[config.mk]
export PLATFORM = sky130hd
export DESIGN_NAME = ledmatrix_text_engine_flat
export DESIGN_NICKNAME = d
export VERILOG_FILES = /design/src/rtl/charmatrix_pkg.sv /design/src/rtl/ledmatrix_text_engine_if.sv /design/src/rtl/text_buffer.sv /design/src/rtl/ledmatrix_text_engine.sv /design/src/flat_wrapper.sv
export SDC_FILE = /design/constraint.sdc
export NUM_CORES = 1
export LEC_CHECK = 0
export ABC_AREA = 0
export CAP_MARGIN = 20
export CORE_ASPECT_RATIO = 1.1
export CORE_MARGIN = 10
export CORE_UTILIZATION = 40
export CTS_BUF_LIST = sky130_fd_sc_hd__clkbuf_16
export CTS_CLUSTER_SIZE = 25
export DETAILED_ROUTE_END_ITERATION = 8
export GPL_ROUTABILITY_DRIVEN = 0
export GPL_TIMING_DRIVEN = 0
export PLACE_DENSITY = 0.57
export SYNTH_ARGS = -nofsm -noshare
export SYNTH_HDL_FRONTEND = slang
export SYNTH_SLANG_ARGS = --single-unit
[constraint.sdc]
create_clock -name clk -period 5.7 [get_ports clk]
set_input_delay 0.855 -clock clk [delete_from_list [all_inputs] [get_ports clk]]
set_output_delay 0.855 -clock clk [all_outputs]
set_load 0.02 [all_outputs]
[src/rtl/charmatrix_pkg.sv]
// Shared command bytes and render FSM states for the LED matrix text engine.
// Imported by the engine top and its sub-blocks.
package charmatrix_pkg;

   localparam logic [7:0] CMD_ESC     = 8'h1B;
   localparam logic [7:0] CMD_CLR     = 8'h0C;
   localparam logic [7:0] CMD_HOME    = 8'h0D;
   localparam logic [7:0] ESC_NOCOLOR = 8'hFF;
   localparam logic [7:0] PRINT_LO    = 8'h20;
   localparam logic [7:0] PRINT_HI    = 8'h7E;

   typedef enum logic [1:0] {
      ST_IDLE,
      ST_LOAD,
      ST_SEND,
      ST_LATCH
   } state_e;

   function automatic logic is_print(input logic [7:0] b);
      return (b >= PRINT_LO) && (b <= PRINT_HI);
   endfunction

endpackage

[src/rtl/ledmatrix_text_engine_if.sv]
// Valid/ready stream carrying a W-bit payload.
// master drives data/valid, slave drives ready.
interface ledmatrix_text_engine_if #(
   parameter int W = 8
) ();
   logic [W-1:0] data;
   logic         valid;
   logic         ready;

   modport master (output data, output valid, input ready);
   modport slave  (input data, input valid, output ready);
endinterface

[src/rtl/text_buffer.sv]
// Text + colour register file: one write port, one async read port, bulk clear.
// Ports: we/waddr/wchar/wcol write, clr wipes all, raddr -> rchar/rcol.
module text_buffer #(
   parameter int DEPTH = 16,
   parameter int AW    = $clog2(DEPTH)
) (
   input  logic          clk,
   input  logic          rst_n,
   input  logic          we_i,
   input  logic [AW-1:0] waddr_i,
   input  logic [7:0]    wchar_i,
   input  logic [3:0]    wcol_i,
   input  logic          clr_i,
   input  logic [AW-1:0] raddr_i,
   output logic [7:0]    rchar_o,
   output logic [3:0]    rcol_o
);
   logic [7:0] chr_q [DEPTH];
   logic [3:0] col_q [DEPTH];

   always_ff @(posedge clk or negedge rst_n) begin
      if (!rst_n) begin
         for (int i = 0; i < DEPTH; i++) begin
            chr_q[i] <= '0;
            col_q[i] <= '0;
         end
      end else if (clr_i) begin
         for (int i = 0; i < DEPTH; i++) begin
            chr_q[i] <= '0;
            col_q[i] <= '0;
         end
      end else if (we_i) begin
         chr_q[waddr_i] <= wchar_i;
         col_q[waddr_i] <= wcol_i;
      end
   end

   assign rchar_o = chr_q[raddr_i];
   assign rcol_o  = col_q[raddr_i];
endmodule

[src/rtl/ledmatrix_text_engine.sv]
// UART-fed text engine: parses bytes into text/colour buffers and streams
// glyph pixels (rx in, pix out, external char/colour ROMs, latch/overrun).
module ledmatrix_text_engine
   import charmatrix_pkg::*;
#(
   parameter int MAX_CHARS   = 16,
   parameter int CHAR_W      = 5,
   parameter int CHAR_H      = 7,
   parameter int COLOR_W     = 24,
   parameter int REFRESH_DIV = 262144,
   parameter int SCROLL_DIV  = 8,
   localparam int PIX        = CHAR_W * CHAR_H,
   localparam int AW         = $clog2(MAX_CHARS)
) (
   input  logic                   clk,
   input  logic                   rst_n,
   input  logic [AW:0]            num_chars_i,
   input  logic                   scroll_en_i,
   input  logic [3:0]             rnd_color_i,
   ledmatrix_text_engine_if.slave  rx,
   output logic [7:0]             rom_addr_o,
   input  logic [PIX-1:0]         rom_data_i,
   output logic [3:0]             pal_addr_o,
   input  logic [COLOR_W-1:0]     pal_data_i,
   ledmatrix_text_engine_if.master pix,
   output logic                   pix_latch_o,
   output logic                   frame_overrun_o
);
   localparam int BW = $clog2(PIX);
   localparam int RW = $clog2(REFRESH_DIV);
   localparam int FW = (SCROLL_DIV > 1) ? $clog2(SCROLL_DIV) : 1;
   localparam logic [AW:0] NC_MAX = (AW+1)'(MAX_CHARS);
   localparam logic [AW:0] NC_ONE = (AW+1)'(1);

   logic          rdy_q, esc_q, esc_d, stk_en_q, stk_en_d;
   logic [3:0]    stk_q, stk_d, wcol;
   logic [AW-1:0] wp_q, wp_d;
   logic          we, clr, acc, tick;
   logic [RW-1:0] cnt_q;
   logic [AW:0]   nc;

   state_e        st_q, st_d;
   logic [AW:0]   ncf_q, ncf_d;
   logic [AW-1:0] ci_q, ci_d, off_q, off_d, slot;
   logic [BW-1:0] bit_q, bit_d;
   logic [7:0]    rom_q, rom_d, rd_chr;
   logic [3:0]    pal_q, pal_d, rd_col;
   logic [FW-1:0] fcnt_q, fcnt_d;
   logic [AW:0]   eff, sum, diff;
   logic          pvalid, latch;

   always_comb begin
      nc = num_chars_i;
      if (num_chars_i == '0)        nc = NC_ONE;
      else if (num_chars_i > NC_MAX) nc = NC_MAX;
   end

   assign acc      = rx.valid & rdy_q;
   assign rx.ready = rdy_q;
   assign tick     = (cnt_q == RW'(REFRESH_DIV - 1));

   // byte parser; an ESC swallows the next byte whatever its value
   always_comb begin
      esc_d    = esc_q;
      stk_en_d = stk_en_q;
      stk_d    = stk_q;
      wp_d     = wp_q;
      we       = 1'b0;
      clr      = 1'b0;
      wcol     = stk_en_q ? stk_q : rnd_color_i;
      if (acc) begin
         unique case (1'b1)
            esc_q: begin
               esc_d = 1'b0;
               if (rx.data == ESC_NOCOLOR) stk_en_d = 1'b0;
               else begin
                  stk_en_d = 1'b1;
                  stk_d    = rx.data[3:0];
               end
            end
            (!esc_q && rx.data == CMD_ESC): esc_d = 1'b1;
            (!esc_q && is_print(rx.data)): begin
               we   = 1'b1;
               wp_d = ({1'b0, wp_q} >= nc - 1'b1) ? '0 : wp_q + 1'b1;
            end
            (!esc_q && rx.data == CMD_CLR): begin
               clr  = 1'b1;
               wp_d = '0;
            end
            (!esc_q && rx.data == CMD_HOME): wp_d = '0;
            default: ;
         endcase
      end
   end

   text_buffer #(.DEPTH(MAX_CHARS), .AW(AW)) u_buf (
      .clk     (clk),
      .rst_n   (rst_n),
      .we_i    (we),
      .waddr_i (wp_q),
      .wchar_i (rx.data),
      .wcol_i  (wcol),
      .clr_i   (clr),
      .raddr_i (slot),
      .rchar_o (rd_chr),
      .rcol_o  (rd_col)
   );

   // stale offset (nc shrank) restarts the rotation at slot 0
   always_comb begin
      eff  = ({1'b0, off_q} >= ncf_q) ? '0 : {1'b0, off_q};
      sum  = eff + {1'b0, ci_q};
      diff = sum - ncf_q;
      slot = (sum >= ncf_q) ? diff[AW-1:0] : sum[AW-1:0];
   end

   always_comb begin
      st_d   = st_q;
      ncf_d  = ncf_q;
      ci_d   = ci_q;
      bit_d  = bit_q;
      rom_d  = rom_q;
      pal_d  = pal_q;
      off_d  = off_q;
      fcnt_d = fcnt_q;
      pvalid = 1'b0;
      latch  = 1'b0;
      case (st_q)
         ST_IDLE: if (tick) begin
            ncf_d = nc;
            ci_d  = '0;
            bit_d = '0;
            st_d  = ST_LOAD;
         end
         ST_LOAD: begin
            rom_d = rd_chr;
            pal_d = rd_col;
            st_d  = ST_SEND;
         end
         ST_SEND: begin
            pvalid = 1'b1;
            if (pix.ready) begin
               if (bit_q == BW'(PIX - 1)) begin
                  bit_d = '0;
                  if ({1'b0, ci_q} == ncf_q - 1'b1) st_d = ST_LATCH;
                  else begin
                     ci_d = ci_q + 1'b1;
                     st_d = ST_LOAD;
                  end
               end else begin
                  bit_d = bit_q + 1'b1;
               end
            end
         end
         ST_LATCH: begin
            latch = 1'b1;
            st_d  = ST_IDLE;
            if (scroll_en_i) begin
               if (fcnt_q == FW'(SCROLL_DIV - 1)) begin
                  fcnt_d = '0;
                  off_d  = ({1'b0, off_q} + 1'b1 >= ncf_q) ? '0 : off_q + 1'b1;
               end else begin
                  fcnt_d = fcnt_q + 1'b1;
               end
            end
         end
         default: st_d = ST_IDLE;
      endcase
      if (clr) off_d = '0;
   end

   always_ff @(posedge clk or negedge rst_n) begin
      if (!rst_n) begin
         rdy_q    <= 1'b0;
         esc_q    <= 1'b0;
         stk_en_q <= 1'b0;
         stk_q    <= '0;
         wp_q     <= '0;
         cnt_q    <= '0;
         st_q     <= ST_IDLE;
         ncf_q    <= '0;
         ci_q     <= '0;
         bit_q    <= '0;
         rom_q    <= '0;
         pal_q    <= '0;
         off_q    <= '0;
         fcnt_q   <= '0;
      end else begin
         rdy_q    <= 1'b1;
         esc_q    <= esc_d;
         stk_en_q <= stk_en_d;
         stk_q    <= stk_d;
         wp_q     <= wp_d;
         cnt_q    <= tick ? '0 : cnt_q + 1'b1;
         st_q     <= st_d;
         ncf_q    <= ncf_d;
         ci_q     <= ci_d;
         bit_q    <= bit_d;
         rom_q    <= rom_d;
         pal_q    <= pal_d;
         off_q    <= off_d;
         fcnt_q   <= fcnt_d;
      end
   end

   assign rom_addr_o      = rom_q;
   assign pal_addr_o      = pal_q;
   assign pix.valid       = pvalid;
   assign pix.data        = (pvalid && rom_data_i[bit_q]) ? pal_data_i : '0;
   assign pix_latch_o     = latch;
   assign frame_overrun_o = tick && (st_q != ST_IDLE);
endmodule

[src/flat_wrapper.sv]
// flat-port wrapper written by rule: the top's interface ports become plain ports
module ledmatrix_text_engine_flat import charmatrix_pkg::*;
#(
   parameter int MAX_CHARS   = 16,
   parameter int CHAR_W      = 5,
   parameter int CHAR_H      = 7,
   parameter int COLOR_W     = 24,
   parameter int REFRESH_DIV = 262144,
   parameter int SCROLL_DIV  = 8,
   localparam int PIX        = CHAR_W * CHAR_H,
   localparam int AW         = $clog2(MAX_CHARS)
)
  (clk, rst_n, num_chars_i, scroll_en_i, rnd_color_i, rom_addr_o, rom_data_i, pal_addr_o, pal_data_i, pix_latch_o, frame_overrun_o, rx_data, rx_valid, rx_ready, pix_data, pix_valid, pix_ready);
  ledmatrix_text_engine_if #(.W(8)) rx_i ();
  ledmatrix_text_engine_if #(.W(24)) pix_i ();
  input  logic clk;
  input  logic rst_n;
  input  logic [AW:0] num_chars_i;
  input  logic scroll_en_i;
  input  logic [3:0] rnd_color_i;
  output logic [7:0] rom_addr_o;
  input  logic [PIX-1:0] rom_data_i;
  output logic [3:0] pal_addr_o;
  input  logic [COLOR_W-1:0] pal_data_i;
  output logic pix_latch_o;
  output logic frame_overrun_o;
  input wire logic [$bits(rx_i.data)-1:0] rx_data;
  input wire logic [$bits(rx_i.valid)-1:0] rx_valid;
  output wire logic [$bits(rx_i.ready)-1:0] rx_ready;
  output wire logic [$bits(pix_i.data)-1:0] pix_data;
  output wire logic [$bits(pix_i.valid)-1:0] pix_valid;
  input wire logic [$bits(pix_i.ready)-1:0] pix_ready;
  assign rx_i.data = rx_data;
  assign rx_i.valid = rx_valid;
  assign rx_ready = rx_i.ready;
  assign pix_data = pix_i.data;
  assign pix_valid = pix_i.valid;
  assign pix_i.ready = pix_ready;
  ledmatrix_text_engine #(.MAX_CHARS(MAX_CHARS), .CHAR_W(CHAR_W), .CHAR_H(CHAR_H), .COLOR_W(COLOR_W), .REFRESH_DIV(REFRESH_DIV), .SCROLL_DIV(SCROLL_DIV)) u_core (.clk(clk), .rst_n(rst_n), .num_chars_i(num_chars_i), .scroll_en_i(scroll_en_i), .rnd_color_i(rnd_color_i), .rx(rx_i), .rom_addr_o(rom_addr_o), .rom_data_i(rom_data_i), .pal_addr_o(pal_addr_o), .pal_data_i(pal_data_i), .pix(pix_i), .pix_latch_o(pix_latch_o), .frame_overrun_o(frame_overrun_o));
endmodule
==> reports/qor.txt <==
Worst reg2reg setup slack = 0.32 ns
# IOs = 121
Clk_skew = 0.0161 ns
Vias = 10979
Total gr overflow = 0
Final worst slack = 0.324 ns
DRT Wirelength = 42600 microns
Antenna violations before repair = 0
Gr usage total = 0.204
Net Switching = 1.21 mW
Synth cell types = 50
Clk Latency, worst-skew pair = 0.55 ns
Core Box Area = 0.0325 sq mm
Post-synth EDFFs = 0
Syn Nets = 1388
Die width = 193 microns
DP Wirelength = 30500 microns
WL/cell = 22.8 microns
Pint = 3.51 mW
Synth Flop Type = dfrtp_1
Top cells by count, synth = 257 x dfrtp_1, 128 x a22o_1, 96 x nand3_1, 95 x nor2_1, 90 x o21ai_0
Chip Height = 211 microns
CTS sink count = 257
Register area share after synthesis = 0.487
Run status = complete, no violations
Register area = 0.00643 sq mm
Fill cells = 2968
CP startpoint kind = register
Num CTS Buffers = 29
Clock power share = 0.423
Mapped Area = 0.0132 sq mm
Most frequent cell after synthesis = dfrtp_1
Dpl ws = 0.00203 ns
VDD IR max = 0.187 mV
Largest cells by area after synthesis = dfrtp_1 49%, a22o_1 8.5%, mux2_2 4.6%
Final min period = 5.38 ns
Slew margin rel. = 0.358
#FFs+latches synth = 257
Final nets = 1538
Max-slew violations = 0
Area occupied by multi-input gates = 0.00638 sq mm
Asr flop ratio synth = 1.00
Final setup fails = 0
Synth warn = 0
CTS max path bufs = 3
Initial core utilization = 0.407
Vias in the first global route = 11083
Top cell type's share of synthesized area = 0.487
Syn_area_per_cell = 10.4 sq um
Share of layout cells above drive strength 1 = 0.113
Yosys top cell by area = dfrtp_1
Util after Layout = 0.494
PwrDens = 294 mW/mm^2
Cells after synthesis = 1270
Cts hold-fix bufs = 0
Area delta synth->final = 21.3%
Clock transition at path regs = 0.07 ns
Fmax = 0.186 GHz
CTS tree = done
DRT antenna net count = 0
Largest net degree at the start of global routing = 90
CTS HTree Levels = 1
CP arrival = 5.78 ns
DR DRC count = 0
Final hold violation count = 0
Flop pwr share = 0.452
HP Class = in -> async
Diodes inserted = 0
Global-route wire length before repair = 66600 microns
Num rows = 69
Design Power = 4.72 mW
Net Sw Frac = 0.256
Max_cap viols = 0
Crit path kind = reg -> reg
Logic pwr share = 0.125
Die area = 0.0407 sq mm
CTS root buffer = clkbuf_16
Measured slew at the worst slew-check pin = 0.953 ns
Period Utilization, post-route = 0.943
CP endpoint kind = register
DR iter-0 viols = 816
Worst hold slack = 0.286 ns
Worst Path Required = 6.11 ns
DRT Pass-1 Iters = 5
Final TNS setup = 0 ns
Postcts setup bufs = 0
Max FO, Critical Path = 10
Pleak = 7.04 nW
Vias per cell = 5.88
Port bufs = 117
[power groups by stage]
stage / Combinational [mW] / Sequential (mW) / Clock [mW]
after global placement: 0.572 / 2.16 / 0
after floorplan: 0.365 / 2.13 / 0
after detailed placement: 0.585 / 2.16 / 0
after CTS: 0.588 / 2.13 / 2.03
after global routing: 0.646 / 2.16 / 2.11
final: 0.588 / 2.13 / 1.99
[layout make-up]
| type | instances | share of cell area |
|---|---|---|
| Sequential cell | 257 | 0.401 |
| Multi-Input combinational cell | 908 | 0.398 |
| Timing Repair Buffer | 119 | 0.0768 |
| Clock buffer | 29 | 0.0453 |
| Tap cell | 426 | 0.0333 |
| Buffer | 87 | 0.0244 |
| Clock inverter | 24 | 0.0171 |
| Inverter | 18 | 0.00421 |
[routing by layer]
| metal | wire length, microns | vias up | share of wire | global-route usage |
|---|---|---|---|---|
| met5 | 0 | - | 0 | 0 |
| met4 | 1820 | 0 | 0.043 | 0.0864 |
| met3 | 2520 | 89 | 0.059 | 0.0333 |
| met2 | 19700 | 430 | 0.46 | 0.329 |
| met1 | 18600 | 5463 | 0.44 | 0.266 |
| li1 | - | 4997 | - | - |
[worst max-delay path: stages, from the launching register on]
cell	delay [ns]
dfrtp_1	0.39
inv_1	0.10
ha_1	0.31
nand2b_1	0.14
a21o_1	0.17
a21o_1	0.18
a21oi_1	0.14
nor2_1	0.09
nor2b_1	0.23
ha_1	0.28
a21o_1	0.16
a21oi_1	0.18
xnor2_1	0.20
ha_1	0.33
and3_1	0.21
o21ai_2	0.27
nand2_1	0.19
o21ai_1	0.49
clkbuf_1	0.46
nand3_1	0.19
o211ai_1	0.30
o221ai_1	0.20
[sequential cells by signal, indices dropped and copies added (netlist names), 5 cells and up]
name,count
u_core.bit_q,6
u_core.ncf_q,5
u_core.u_buf.chr_q,128
u_core.rom_addr_o,8
u_core.cnt_q,18
u_core.u_buf.col_q,64
[worst paths after layout]
path / cells after the start / start / end
hold reg to reg: 1 / u_core.cnt_q[14]$_DFF_PN0_ / u_core.cnt_q[14]$_DFF_PN0_
max in group asynchronous: 2 / rst_n / u_core.u_buf.col_q[24]$_DFFE_PN0P_
min in group clk: 1 / u_core.cnt_q[14]$_DFF_PN0_ / u_core.cnt_q[14]$_DFF_PN0_
setup reg to reg: 21 / u_core.off_q[0]$_DFFE_PN0P_ / u_core.pal_addr_o[0]$_DFFE_PN0N_
setup / recovery: 21 / u_core.off_q[0]$_DFFE_PN0P_ / u_core.pal_addr_o[0]$_DFFE_PN0N_
hold / removal: 1 / rst_n / u_core.cnt_q[2]$_DFF_PN0_
[cells by family (layout without fill, tap and decap cells)]
logic type      Yosys count  after routing  share of synthesized area
compound gates          380            380                      0.205
xor+xnor                 29             29                     0.0192
fa+ha+maj                37             37                     0.0362
buf+inv                 105            277                     0.0346
flops                   257            257                      0.487
mux                      89             89                     0.0820
other cells               1              1                   0.000284
simple gates            372            372                      0.136
[placed cells by master, fill, tap and decap left out, types with 35 or more instances in the layout]
master           Yosys  final
nand2_1             68     68
and2_1              47     47
dfrtp_1            257    257
clkdlybuf4s50_1      0    116
ha_1                35     35
a22o_1             128    128
nand3_1             96     95
mux2_2              54     54
clkbuf_1            52     50
o21ai_0             90     90
a21oi_1             48     48
nor2_1              95     94
[timing repair]
| action | in CTS | in global routing |
|---|---|---|
| gates resized for setup | 3 | 11 |
| gates cloned | 0 | 0 |
| endpoints found under the setup margin | 4 | 12 |
[through the flow]
stage / cells / area, sq um
2_1_floorplan: 1270 / 13200
3_3_place_gp: 1813 / 14900
3_5_place_dp: 1815 / 15000
4_1_cts: 1868 / 16000
5_1_grt: 1868 / 16000
6_report: 1868 / 16000
(Power assumes the default switching activity.)
